File: config.mk
export PLATFORM = sky130hd
export DESIGN_NAME = move_commit_ctrl_flat
export DESIGN_NICKNAME = d
export VERILOG_FILES = /design/src/rtl/move_commit_ctrl_pkg.sv /design/src/rtl/move_commit_ctrl_if.sv /design/src/rtl/move_commit_ctrl_board_cell_rw.sv /design/src/rtl/move_commit_ctrl.sv /design/src/flat_wrapper.sv
export SDC_FILE = /design/constraint.sdc
export NUM_CORES = 2
export LEC_CHECK = 0
export BUFFER_PORTS_ARGS = -buffer_cell sky130_fd_sc_hd__buf_4
export CELL_PAD_IN_SITES_DETAIL_PLACEMENT = 0
export CELL_PAD_IN_SITES_GLOBAL_PLACEMENT = 1
export CORE_UTILIZATION = 46
export DETAILED_ROUTE_END_ITERATION = 8
export PLACE_DENSITY = 0.94
export SLEW_MARGIN = 5
export SYNTH_ARGS = -nofsm -noshare
export SYNTH_HDL_FRONTEND = slang
export SYNTH_SLANG_ARGS = --single-unit
File: constraint.sdc
create_clock -name i_clk -period 54.6 [get_ports i_clk]
set_input_delay 8.19 -clock i_clk [delete_from_list [all_inputs] [get_ports i_clk]]
set_output_delay 8.19 -clock i_clk [all_outputs]
set_load 0.1 [all_outputs]
File: src/rtl/move_commit_ctrl_pkg.sv
// -----------------------------------------------------------------------------
// move_commit_ctrl_pkg
// Purpose : shared cell codes, board geometry, FSM encodings and small helpers
//           for the move-commit controller in front of the five-in-a-row
//           checker chain.
// Contents: cell_t (EMPTY/P1/P2), state_t (IDLE/WRITE/ARM/CHECK/OVER),
//           board/pointer/counter widths, default watchdog limit.
// -----------------------------------------------------------------------------
package move_commit_ctrl_pkg;

  localparam int unsigned BOARD_DIM     = 16;
  localparam int unsigned NUM_CELLS     = BOARD_DIM * BOARD_DIM;
  localparam int unsigned CELL_W        = 2;
  localparam int unsigned BOARD_W       = NUM_CELLS * CELL_W;
  localparam int unsigned PTR_W         = 8;
  localparam int unsigned CNT_W         = 9;
  localparam int unsigned WD_W          = 10;
  localparam int unsigned CHECK_TIMEOUT_DEF = 1023;

  typedef enum logic [CELL_W-1:0] {
    CELL_EMPTY = 2'b00,
    CELL_P1    = 2'b01,
    CELL_P2    = 2'b10
  } cell_t;

  typedef enum logic [2:0] {
    ST_IDLE  = 3'd0,
    ST_WRITE = 3'd1,
    ST_ARM   = 3'd2,
    ST_CHECK = 3'd3,
    ST_OVER  = 3'd4
  } state_t;

  // Player who moves after p; anything that is not P1 hands the turn to P1.
  function automatic cell_t other_player(input cell_t p);
    return (p == CELL_P1) ? CELL_P2 : CELL_P1;
  endfunction

endpackage

File: src/rtl/move_commit_ctrl_if.sv
// -----------------------------------------------------------------------------
// move_commit_ctrl_if
// Purpose : bundles the move handshake, board/result outputs and the checker
//           chain control/status signals of move_commit_ctrl.
// Modports: slave  - the controller (drives ready/reject/board/result/check ctl)
//           master - the environment (drives moves, new_game, checker results)
// -----------------------------------------------------------------------------
interface move_commit_ctrl_if;
  import move_commit_ctrl_pkg::*;

  logic                     new_game;
  logic                     move_valid;
  logic [PTR_W-1:0]         move_ptr;
  logic                     move_ready;
  logic                     move_reject;
  logic [BOARD_W-1:0]       board;
  logic [PTR_W-1:0]         pointer;
  cell_t                    chess;
  logic                     check_reset;
  logic                     check_active;
  logic                     check_success;
  logic                     check_done;
  cell_t                    turn;
  logic                     game_over;
  cell_t                    winner;
  logic                     check_error;

  modport slave (
    input  new_game, move_valid, move_ptr, check_success, check_done,
    output move_ready, move_reject, board, pointer, chess, check_reset,
           check_active, turn, game_over, winner, check_error
  );

  modport master (
    output new_game, move_valid, move_ptr, check_success, check_done,
    input  move_ready, move_reject, board, pointer, chess, check_reset,
           check_active, turn, game_over, winner, check_error
  );

endinterface

File: src/rtl/move_commit_ctrl_board_cell_rw.sv
// -----------------------------------------------------------------------------
// move_commit_ctrl_board_cell_rw
// Purpose : owns the 16x16 board register (2 bits per cell). Provides a
//           combinational read of one cell and a registered single-cell write;
//           a synchronous clear empties the whole board and wins over a write.
// Ports   : i_clk, i_reset   clock, async active-high reset
//           i_clear          synchronous board clear (new game)
//           i_wr_en/ptr/cell single-cell write
//           i_rd_ptr         read address
//           o_rd_cell_c      combinational read data
//           o_board          full board image
// -----------------------------------------------------------------------------
module move_commit_ctrl_board_cell_rw
  import move_commit_ctrl_pkg::*;
(
  input  logic               i_clk,
  input  logic               i_reset,
  input  logic               i_clear,
  input  logic               i_wr_en,
  input  logic [PTR_W-1:0]   i_wr_ptr,
  input  cell_t              i_wr_cell,
  input  logic [PTR_W-1:0]   i_rd_ptr,
  output logic [CELL_W-1:0]  o_rd_cell_c,
  output logic [BOARD_W-1:0] o_board
);

  logic [BOARD_W-1:0] r_board;

  // Cell a lives at bits [2a+1:2a]; {ptr,0} is the bit offset.
  assign o_rd_cell_c = r_board[{i_rd_ptr, 1'b0} +: CELL_W];
  assign o_board     = r_board;

  // Board storage: clear has priority over the single-cell write.
  always_ff @(posedge i_clk or posedge i_reset) begin
    if (i_reset) begin
      r_board <= '0;
    end else if (i_clear) begin
      r_board <= '0;
    end else if (i_wr_en) begin
      r_board[{i_wr_ptr, 1'b0} +: CELL_W] <= i_wr_cell;
    end
  end

endmodule

File: src/rtl/move_commit_ctrl.sv
// -----------------------------------------------------------------------------
// move_commit_ctrl
// Purpose : upstream stage of the five-in-a-row checkers. Accepts one move per
//           turn, rejects occupied cells, commits legal moves to the board,
//           then arms and supervises the external checker chain and reports
//           win / draw / watchdog timeout. Alternates players between moves.
// Ports   : i_clk    system clock, rising edge
//           i_reset  asynchronous active-high reset
//           bus      move_commit_ctrl_if.slave (move handshake, board, result,
//                    checker control and status)
// -----------------------------------------------------------------------------
module move_commit_ctrl
  import move_commit_ctrl_pkg::*;
#(
  parameter int unsigned CHECK_TIMEOUT = CHECK_TIMEOUT_DEF,
  parameter cell_t       FIRST_PLAYER  = CELL_P1
) (
  input  logic                i_clk,
  input  logic                i_reset,
  move_commit_ctrl_if.slave   bus
);

  // State and registered outputs
  state_t            r_state;
  logic [PTR_W-1:0]  r_pointer;
  cell_t             r_chess;
  cell_t             r_turn;
  logic [CNT_W-1:0]  r_move_count;
  logic [WD_W-1:0]   r_wd;
  logic              r_move_ready;
  logic              r_move_reject;
  logic              r_check_reset;
  logic              r_check_active;
  logic              r_game_over;
  cell_t             r_winner;
  logic              r_check_error;

  // Next-state / next-output values
  state_t            w_state_nxt;
  logic [PTR_W-1:0]  w_pointer_nxt;
  cell_t             w_chess_nxt;
  cell_t             w_turn_nxt;
  logic [CNT_W-1:0]  w_move_count_nxt;
  logic [WD_W-1:0]   w_wd_nxt;
  logic              w_move_ready_nxt;
  logic              w_move_reject_nxt;
  logic              w_check_reset_nxt;
  logic              w_check_active_nxt;
  logic              w_game_over_nxt;
  cell_t             w_winner_nxt;
  logic              w_check_error_nxt;

  // Decoded events
  logic [CELL_W-1:0] w_rd_cell;
  logic [BOARD_W-1:0] w_board;
  logic              w_move_req;
  logic              w_accept;
  logic              w_reject;
  logic              w_check_win;
  logic              w_check_fail;
  logic              w_timeout;
  logic              w_board_full;

  move_commit_ctrl_board_cell_rw u_board (
    .i_clk       (i_clk),
    .i_reset     (i_reset),
    .i_clear     (bus.new_game),
    .i_wr_en     (r_state == ST_WRITE),
    .i_wr_ptr    (r_pointer),
    .i_wr_cell   (r_chess),
    .i_rd_ptr    (bus.move_ptr),
    .o_rd_cell_c (w_rd_cell),
    .o_board     (w_board)
  );

  // new_game masks every other event in the same cycle.
  assign w_move_req   = (r_state == ST_IDLE) && bus.move_valid && !bus.new_game;
  assign w_accept     = w_move_req && (w_rd_cell == CELL_EMPTY);
  assign w_reject     = w_move_req && (w_rd_cell != CELL_EMPTY);
  // Success outranks done; done outranks the watchdog.
  assign w_check_win  = (r_state == ST_CHECK) && !bus.new_game && bus.check_success;
  assign w_check_fail = (r_state == ST_CHECK) && !bus.new_game && !bus.check_success
                        && bus.check_done;
  assign w_timeout    = (r_state == ST_CHECK) && !bus.new_game && !bus.check_success
                        && !bus.check_done && (r_wd == WD_W'(CHECK_TIMEOUT));
  assign w_board_full = (r_move_count == CNT_W'(NUM_CELLS));

  // State register and registered outputs.
  always_ff @(posedge i_clk or posedge i_reset) begin
    if (i_reset) begin
      r_state        <= ST_IDLE;
      r_pointer      <= '0;
      r_chess        <= CELL_EMPTY;
      r_turn         <= FIRST_PLAYER;
      r_move_count   <= '0;
      r_wd           <= '0;
      r_move_ready   <= 1'b1;
      r_move_reject  <= 1'b0;
      r_check_reset  <= 1'b0;
      r_check_active <= 1'b0;
      r_game_over    <= 1'b0;
      r_winner       <= CELL_EMPTY;
      r_check_error  <= 1'b0;
    end else begin
      r_state        <= w_state_nxt;
      r_pointer      <= w_pointer_nxt;
      r_chess        <= w_chess_nxt;
      r_turn         <= w_turn_nxt;
      r_move_count   <= w_move_count_nxt;
      r_wd           <= w_wd_nxt;
      r_move_ready   <= w_move_ready_nxt;
      r_move_reject  <= w_move_reject_nxt;
      r_check_reset  <= w_check_reset_nxt;
      r_check_active <= w_check_active_nxt;
      r_game_over    <= w_game_over_nxt;
      r_winner       <= w_winner_nxt;
      r_check_error  <= w_check_error_nxt;
    end
  end

  // Next-state logic.
  always_comb begin
    w_state_nxt = r_state;
    if (bus.new_game) begin
      w_state_nxt = ST_IDLE;
    end else begin
      case (r_state)
        ST_IDLE:  if (w_accept) w_state_nxt = ST_WRITE;
        ST_WRITE: w_state_nxt = ST_ARM;
        ST_ARM:   w_state_nxt = ST_CHECK;
        ST_CHECK: begin
          if (w_check_win || w_timeout)  w_state_nxt = ST_OVER;
          else if (w_check_fail)         w_state_nxt = w_board_full ? ST_OVER : ST_IDLE;
        end
        ST_OVER:  w_state_nxt = ST_OVER;
        default:  w_state_nxt = ST_IDLE;
      endcase
    end
  end

  // Output / datapath logic; levels are decoded from the next state so they
  // line up with the state they describe.
  always_comb begin
    w_pointer_nxt      = r_pointer;
    w_chess_nxt        = r_chess;
    w_turn_nxt         = r_turn;
    w_move_count_nxt   = r_move_count;
    w_game_over_nxt    = r_game_over;
    w_winner_nxt       = r_winner;
    w_check_error_nxt  = r_check_error;
    w_wd_nxt           = (r_state == ST_CHECK) ? r_wd + WD_W'(1) : '0;
    w_move_ready_nxt   = (w_state_nxt == ST_IDLE);
    w_check_active_nxt = (w_state_nxt == ST_CHECK);
    w_check_reset_nxt  = bus.new_game || (w_state_nxt == ST_ARM);
    w_move_reject_nxt  = w_reject;

    if (bus.new_game) begin
      w_pointer_nxt     = '0;
      w_chess_nxt       = CELL_EMPTY;
      w_turn_nxt        = FIRST_PLAYER;
      w_move_count_nxt  = '0;
      w_game_over_nxt   = 1'b0;
      w_winner_nxt      = CELL_EMPTY;
      w_check_error_nxt = 1'b0;
    end else begin
      if (w_accept) begin
        w_pointer_nxt = bus.move_ptr;
        w_chess_nxt   = r_turn;
      end
      if (r_state == ST_WRITE) begin
        w_move_count_nxt = r_move_count + CNT_W'(1);
      end
      if (w_check_win) begin
        w_game_over_nxt = 1'b1;
        w_winner_nxt    = r_chess;
      end
      if (w_check_fail) begin
        if (w_board_full) begin
          w_game_over_nxt = 1'b1;
          w_winner_nxt    = CELL_EMPTY;
        end else begin
          w_turn_nxt = other_player(r_turn);
        end
      end
      if (w_timeout) begin
        w_check_error_nxt = 1'b1;
        w_game_over_nxt   = 1'b1;
        w_winner_nxt      = CELL_EMPTY;
      end
    end
  end

  assign bus.move_ready   = r_move_ready;
  assign bus.move_reject  = r_move_reject;
  assign bus.board        = w_board;
  assign bus.pointer      = r_pointer;
  assign bus.chess        = r_chess;
  assign bus.check_reset  = r_check_reset;
  assign bus.check_active = r_check_active;
  assign bus.turn         = r_turn;
  assign bus.game_over    = r_game_over;
  assign bus.winner       = r_winner;
  assign bus.check_error  = r_check_error;

endmodule

File: src/flat_wrapper.sv
// flat-port wrapper written by rule: the top's interface ports become plain ports
module move_commit_ctrl_flat import move_commit_ctrl_pkg::*;
#(
  parameter int unsigned CHECK_TIMEOUT = CHECK_TIMEOUT_DEF,
  parameter cell_t       FIRST_PLAYER  = CELL_P1
)
  (i_clk, i_reset, bus_new_game, bus_move_valid, bus_move_ptr, bus_check_success, bus_check_done, bus_move_ready, bus_move_reject, bus_board, bus_pointer, bus_chess, bus_check_reset, bus_check_active, bus_turn, bus_game_over, bus_winner, bus_check_error);
  move_commit_ctrl_if bus_i ();
  input  logic i_clk;
  input  logic i_reset;
  input wire logic [$bits(bus_i.new_game)-1:0] bus_new_game;
  input wire logic [$bits(bus_i.move_valid)-1:0] bus_move_valid;
  input wire logic [$bits(bus_i.move_ptr)-1:0] bus_move_ptr;
  input wire logic [$bits(bus_i.check_success)-1:0] bus_check_success;
  input wire logic [$bits(bus_i.check_done)-1:0] bus_check_done;
  output wire logic [$bits(bus_i.move_ready)-1:0] bus_move_ready;
  output wire logic [$bits(bus_i.move_reject)-1:0] bus_move_reject;
  output wire logic [$bits(bus_i.board)-1:0] bus_board;
  output wire logic [$bits(bus_i.pointer)-1:0] bus_pointer;
  output wire logic [$bits(bus_i.chess)-1:0] bus_chess;
  output wire logic [$bits(bus_i.check_reset)-1:0] bus_check_reset;
  output wire logic [$bits(bus_i.check_active)-1:0] bus_check_active;
  output wire logic [$bits(bus_i.turn)-1:0] bus_turn;
  output wire logic [$bits(bus_i.game_over)-1:0] bus_game_over;
  output wire logic [$bits(bus_i.winner)-1:0] bus_winner;
  output wire logic [$bits(bus_i.check_error)-1:0] bus_check_error;
  assign bus_i.new_game = bus_new_game;
  assign bus_i.move_valid = bus_move_valid;
  assign bus_i.move_ptr = bus_move_ptr;
  assign bus_i.check_success = bus_check_success;
  assign bus_i.check_done = bus_check_done;
  assign bus_move_ready = bus_i.move_ready;
  assign bus_move_reject = bus_i.move_reject;
  assign bus_board = bus_i.board;
  assign bus_pointer = bus_i.pointer;
  assign bus_chess = bus_i.chess;
  assign bus_check_reset = bus_i.check_reset;
  assign bus_check_active = bus_i.check_active;
  assign bus_turn = bus_i.turn;
  assign bus_game_over = bus_i.game_over;
  assign bus_winner = bus_i.winner;
  assign bus_check_error = bus_i.check_error;
  move_commit_ctrl #(.CHECK_TIMEOUT(CHECK_TIMEOUT), .FIRST_PLAYER(FIRST_PLAYER)) u_core (.i_clk(i_clk), .i_reset(i_reset), .bus(bus_i));
endmodule
==> flow_summary.yaml <==
synthesis:
  synth_nets: 2885
  ys_warn_count: 0
  yosysTopAreaCellShare_pct: 49.2
  synth_edf_count: 0
  synth_cells: 2865
  synth.distinct_cells: 77
  synth-async-reset-ratio_pct: 100
  syn_avg_cell_area_sq_um: 9.80
  yosysSeqAreaShare_pct: 49.4
  synthesis.area_sq_um: 28100
  ys_ff_latch: 554
  ys.flop_type: "dfrtp_1"
  ys_top_cells_by_area: "dfrtp_1 (49%), mux2i_1 (8.1%), nand3_1 (6.3%)"
  synth_area_leader_cell: "dfrtp_1"
place:
  gp_congestion: 1.03
  pre_cts_ws_ps: 41830
  portBuffers: 545
  dp_hpwl_mm: 93.1
  dpl.cell_count: 3993
clock_tree:
  cts_tree: "yes"
  ctsResizeCount: 0
  clk_latency_ps: 660
  root_buffer: "clkbuf_16"
  cts_buffer_depth: 3
  post_cts_buffers: 0
  cts_inserted_buffers: 58
  htree_levels: 2
  cts_sinks: 554
  path_clk_slew_ps: 60
  hold_buffers: 0
routing:
  drtPass1Iterations: 9
  drc: 0
  drt_iter0_markers: 4056
  drt.antenna.violating_nets: 0
  routed_wl_mm: 131
  vias_per_cell: 6.70
  num_vias: 27500
  wl_per_cell_um: 31.8
floorplan:
  row_count: 90
  fp.dieH_um: 249
  io_pins: 546
  core_area_sq_um: 60400
  die_w_um: 249
  start_util_pct: 46.5
  die-area_sq_um: 62000
min_path:
  hp-start: "u_core.r_wd[0]"
  hold_path.class: "reg2reg"
  whs_endpoint: "u_core.r_wd[0]"
  hold_depth: 1
setup_path:
  cp.buffers_inverters: 3
  cp_common_cell: "buf_4"
  required_ps: 55130
  critPathLaunch: "bus_move_ptr[0]"
  critical-path-slowest-cell: "buf_4"
  critPathKind: "in2reg"
  path_max_fanout: 76
  worstSetupEndpointType: "flop"
  crit_chain: "clkbuf_8 > buf_4 > buf_4 > mux4_1 > mux4_2 > nand2_1 > nand3_1 > a311o_1 > a31oi_4 > a21oi_4 > mux2_4"
  cp-start-kind: "input port"
  critPathTopFamily: "buffers and inverters"
  arrival_ps: 12740
  slowest_delay_ps: 870
  ff2ff_path_depth: 7
  regToRegStartpoint: "u_core.bus.pointer[0]"
  reg2reg_slack_ps: 49910
  reg2reg_to: "u_core.u_board.o_board[242]"
power:
  leakage_uw: 0.0155
  power_density_nw_per_um2: 30.4
  peakVddDrop_uv: 23.9
global_route:
  grt_pass1_wl_mm: 185
  grt_max_degree: 172
  grt_pass1_vias: 25400
  grt_overflow: 0
  track_usage_pct: 41.1
  antenna_found_initial: 1
layout:
  drive_gt1_share_pct: 24.0
  final_cell_mix: "buf_4 (583), dfrtp_1 (550), nand3_1 (352), nor2_1 (331), nand2_1 (227)"
  areaGrowthSynthToFinish_pct: 23.5
  fin_util_pct: 57.4
  layoutNonFillerInstCount: 4104
  final_common_cell: "buf_4"
  nets: 3291
outcome:
  status: "finished, final reports clean"
timing:
  fin_ws_ps: 42390
  max_freq_mhz: 81.9
  period_share_pct: 22.4
  fin_crit_ps: 12210
  tightestPinTransition_ps: 1360
  rsz0062_at_grt: "no"
  drv_slew: 0
  setup_tns_ps: 0
  slew_headroom_pct: 9.01
  setup-violations-final: 0
  skew_ps: 28.4
  hold_viol_final: 0
job:
  cap_viol_max_count: 0
==> metrics by stage <==
step | instance area [sq um] | power (uW) | hold slack [ps]
4_1_cts | 34600 | 1040 | 464
5_1_grt | 34600 | 1070 | 477
6_report | 34700 | 1050 | 463
3_3_place_gp | 32500 | 612 | 455
2_1_floorplan | 28100 | 542 | 433
3_5_place_dp | 32500 | 612 | 456
==> logic make-up after synthesis <==
group                      after synthesis  share of synthesized area (%)
and+or+nand+nor                       1202                           19.9
DFF                                    554                           49.4
AOI/OAI and AO/OA                      533                           12.7
muxes                                  291                           13.2
buffers and inverters                  259                           3.94
xor gates and xnor gates                20                          0.624
adders and majority gates                6                          0.267
==> state kept, by name, summed over array words and instances (netlist names) <==
name / cells
u_core.bus.check_active: 1
u_core.bus.winner: 2
u_core.r_wd: 10
u_core.bus.turn: 2
u_core.bus.chess: 2
u_core.r_move_count: 9
u_core.u_board.o_board: 512
u_core.bus.game_over: 1
u_core.bus.move_reject: 1
u_core.r_state: 3
u_core.bus.check_error: 1
u_core.bus.move_ready: 1
u_core.bus.check_reset: 1
u_core.bus.pointer: 8
==> worst max-delay path by stage <==
stage,endpoint,slack (ps),depth (start not counted)
finish,u_core.bus.pointer[2],42390,11
CTS,u_core.bus.pointer[2],42480,11
global route,u_core.bus.chess[1],42210,11
detailed placement,u_core.bus.pointer[2],41830,11
floorplan,u_core.bus.check_active,30920,1
global placement,u_core.bus.chess[1],41940,11
==> layer usage <==
| metal | up-vias | routed length, um | track usage, % |
|---|---|---|---|
| met5 | - | 85 | 0.927 |
| met4 | 2 | 10100 | 26.6 |
| met3 | 530 | 17800 | 13.8 |
| met2 | 2230 | 56200 | 60.3 |
| met1 | 13500 | 46400 | 51.8 |
| li1 | 11300 | - | - |
==> worst reg2reg max path: cells and delay by family (launching register included) <==
kind             cells  cell delay (ps)
AND/OR/NAND/NOR      5             2890
XOR/XNOR             1              750
flip-flops           1              610
AO/OA/AOI/OAI        1              320
==> area by class of cell <==
cell class | count | area (sq um)
Clock buffer | 80 | 1710
Sequential cell | 554 | 13900
Clock inverter | 28 | 398
Timing Repair Buffer | 587 | 4440
Fill cell | 5287 | 25700
Inverter | 18 | 80.1
Multi-Input combinational cell | 2052 | 13200
Antenna cell | 3 | 7.51
Tap cell | 782 | 978
==> cell usage after synthesis, drive strengths merged (7+ instances only) <==
cell type	count
xor2	14
mux2i	226
a211oi	12
nor3	160
clkbuf	166
a211o	8
mux4	59
nor2	340
inv	16
or2	8
nor4	15
a21oi	72
o31ai	138
nand2	228
o311ai	12
and2	12
and3	9
a31oi	21
nor3b	9
a22oi	12
a22o	51
dfrtp	552
o211ai	7
nand3	353
o21ai	157
or3	20
buf	75
nor2b	11
nand2b	10
nand4	12
==> where the power goes <==
part           internal, uW  leakage (uW)  switching (uW)
Combinational          30.7       0.00677             159
Sequential              413       0.00772            11.1
Clock                   261       0.00104             179
Total                   705        0.0155             349
(Power assumes the default switching activity.)
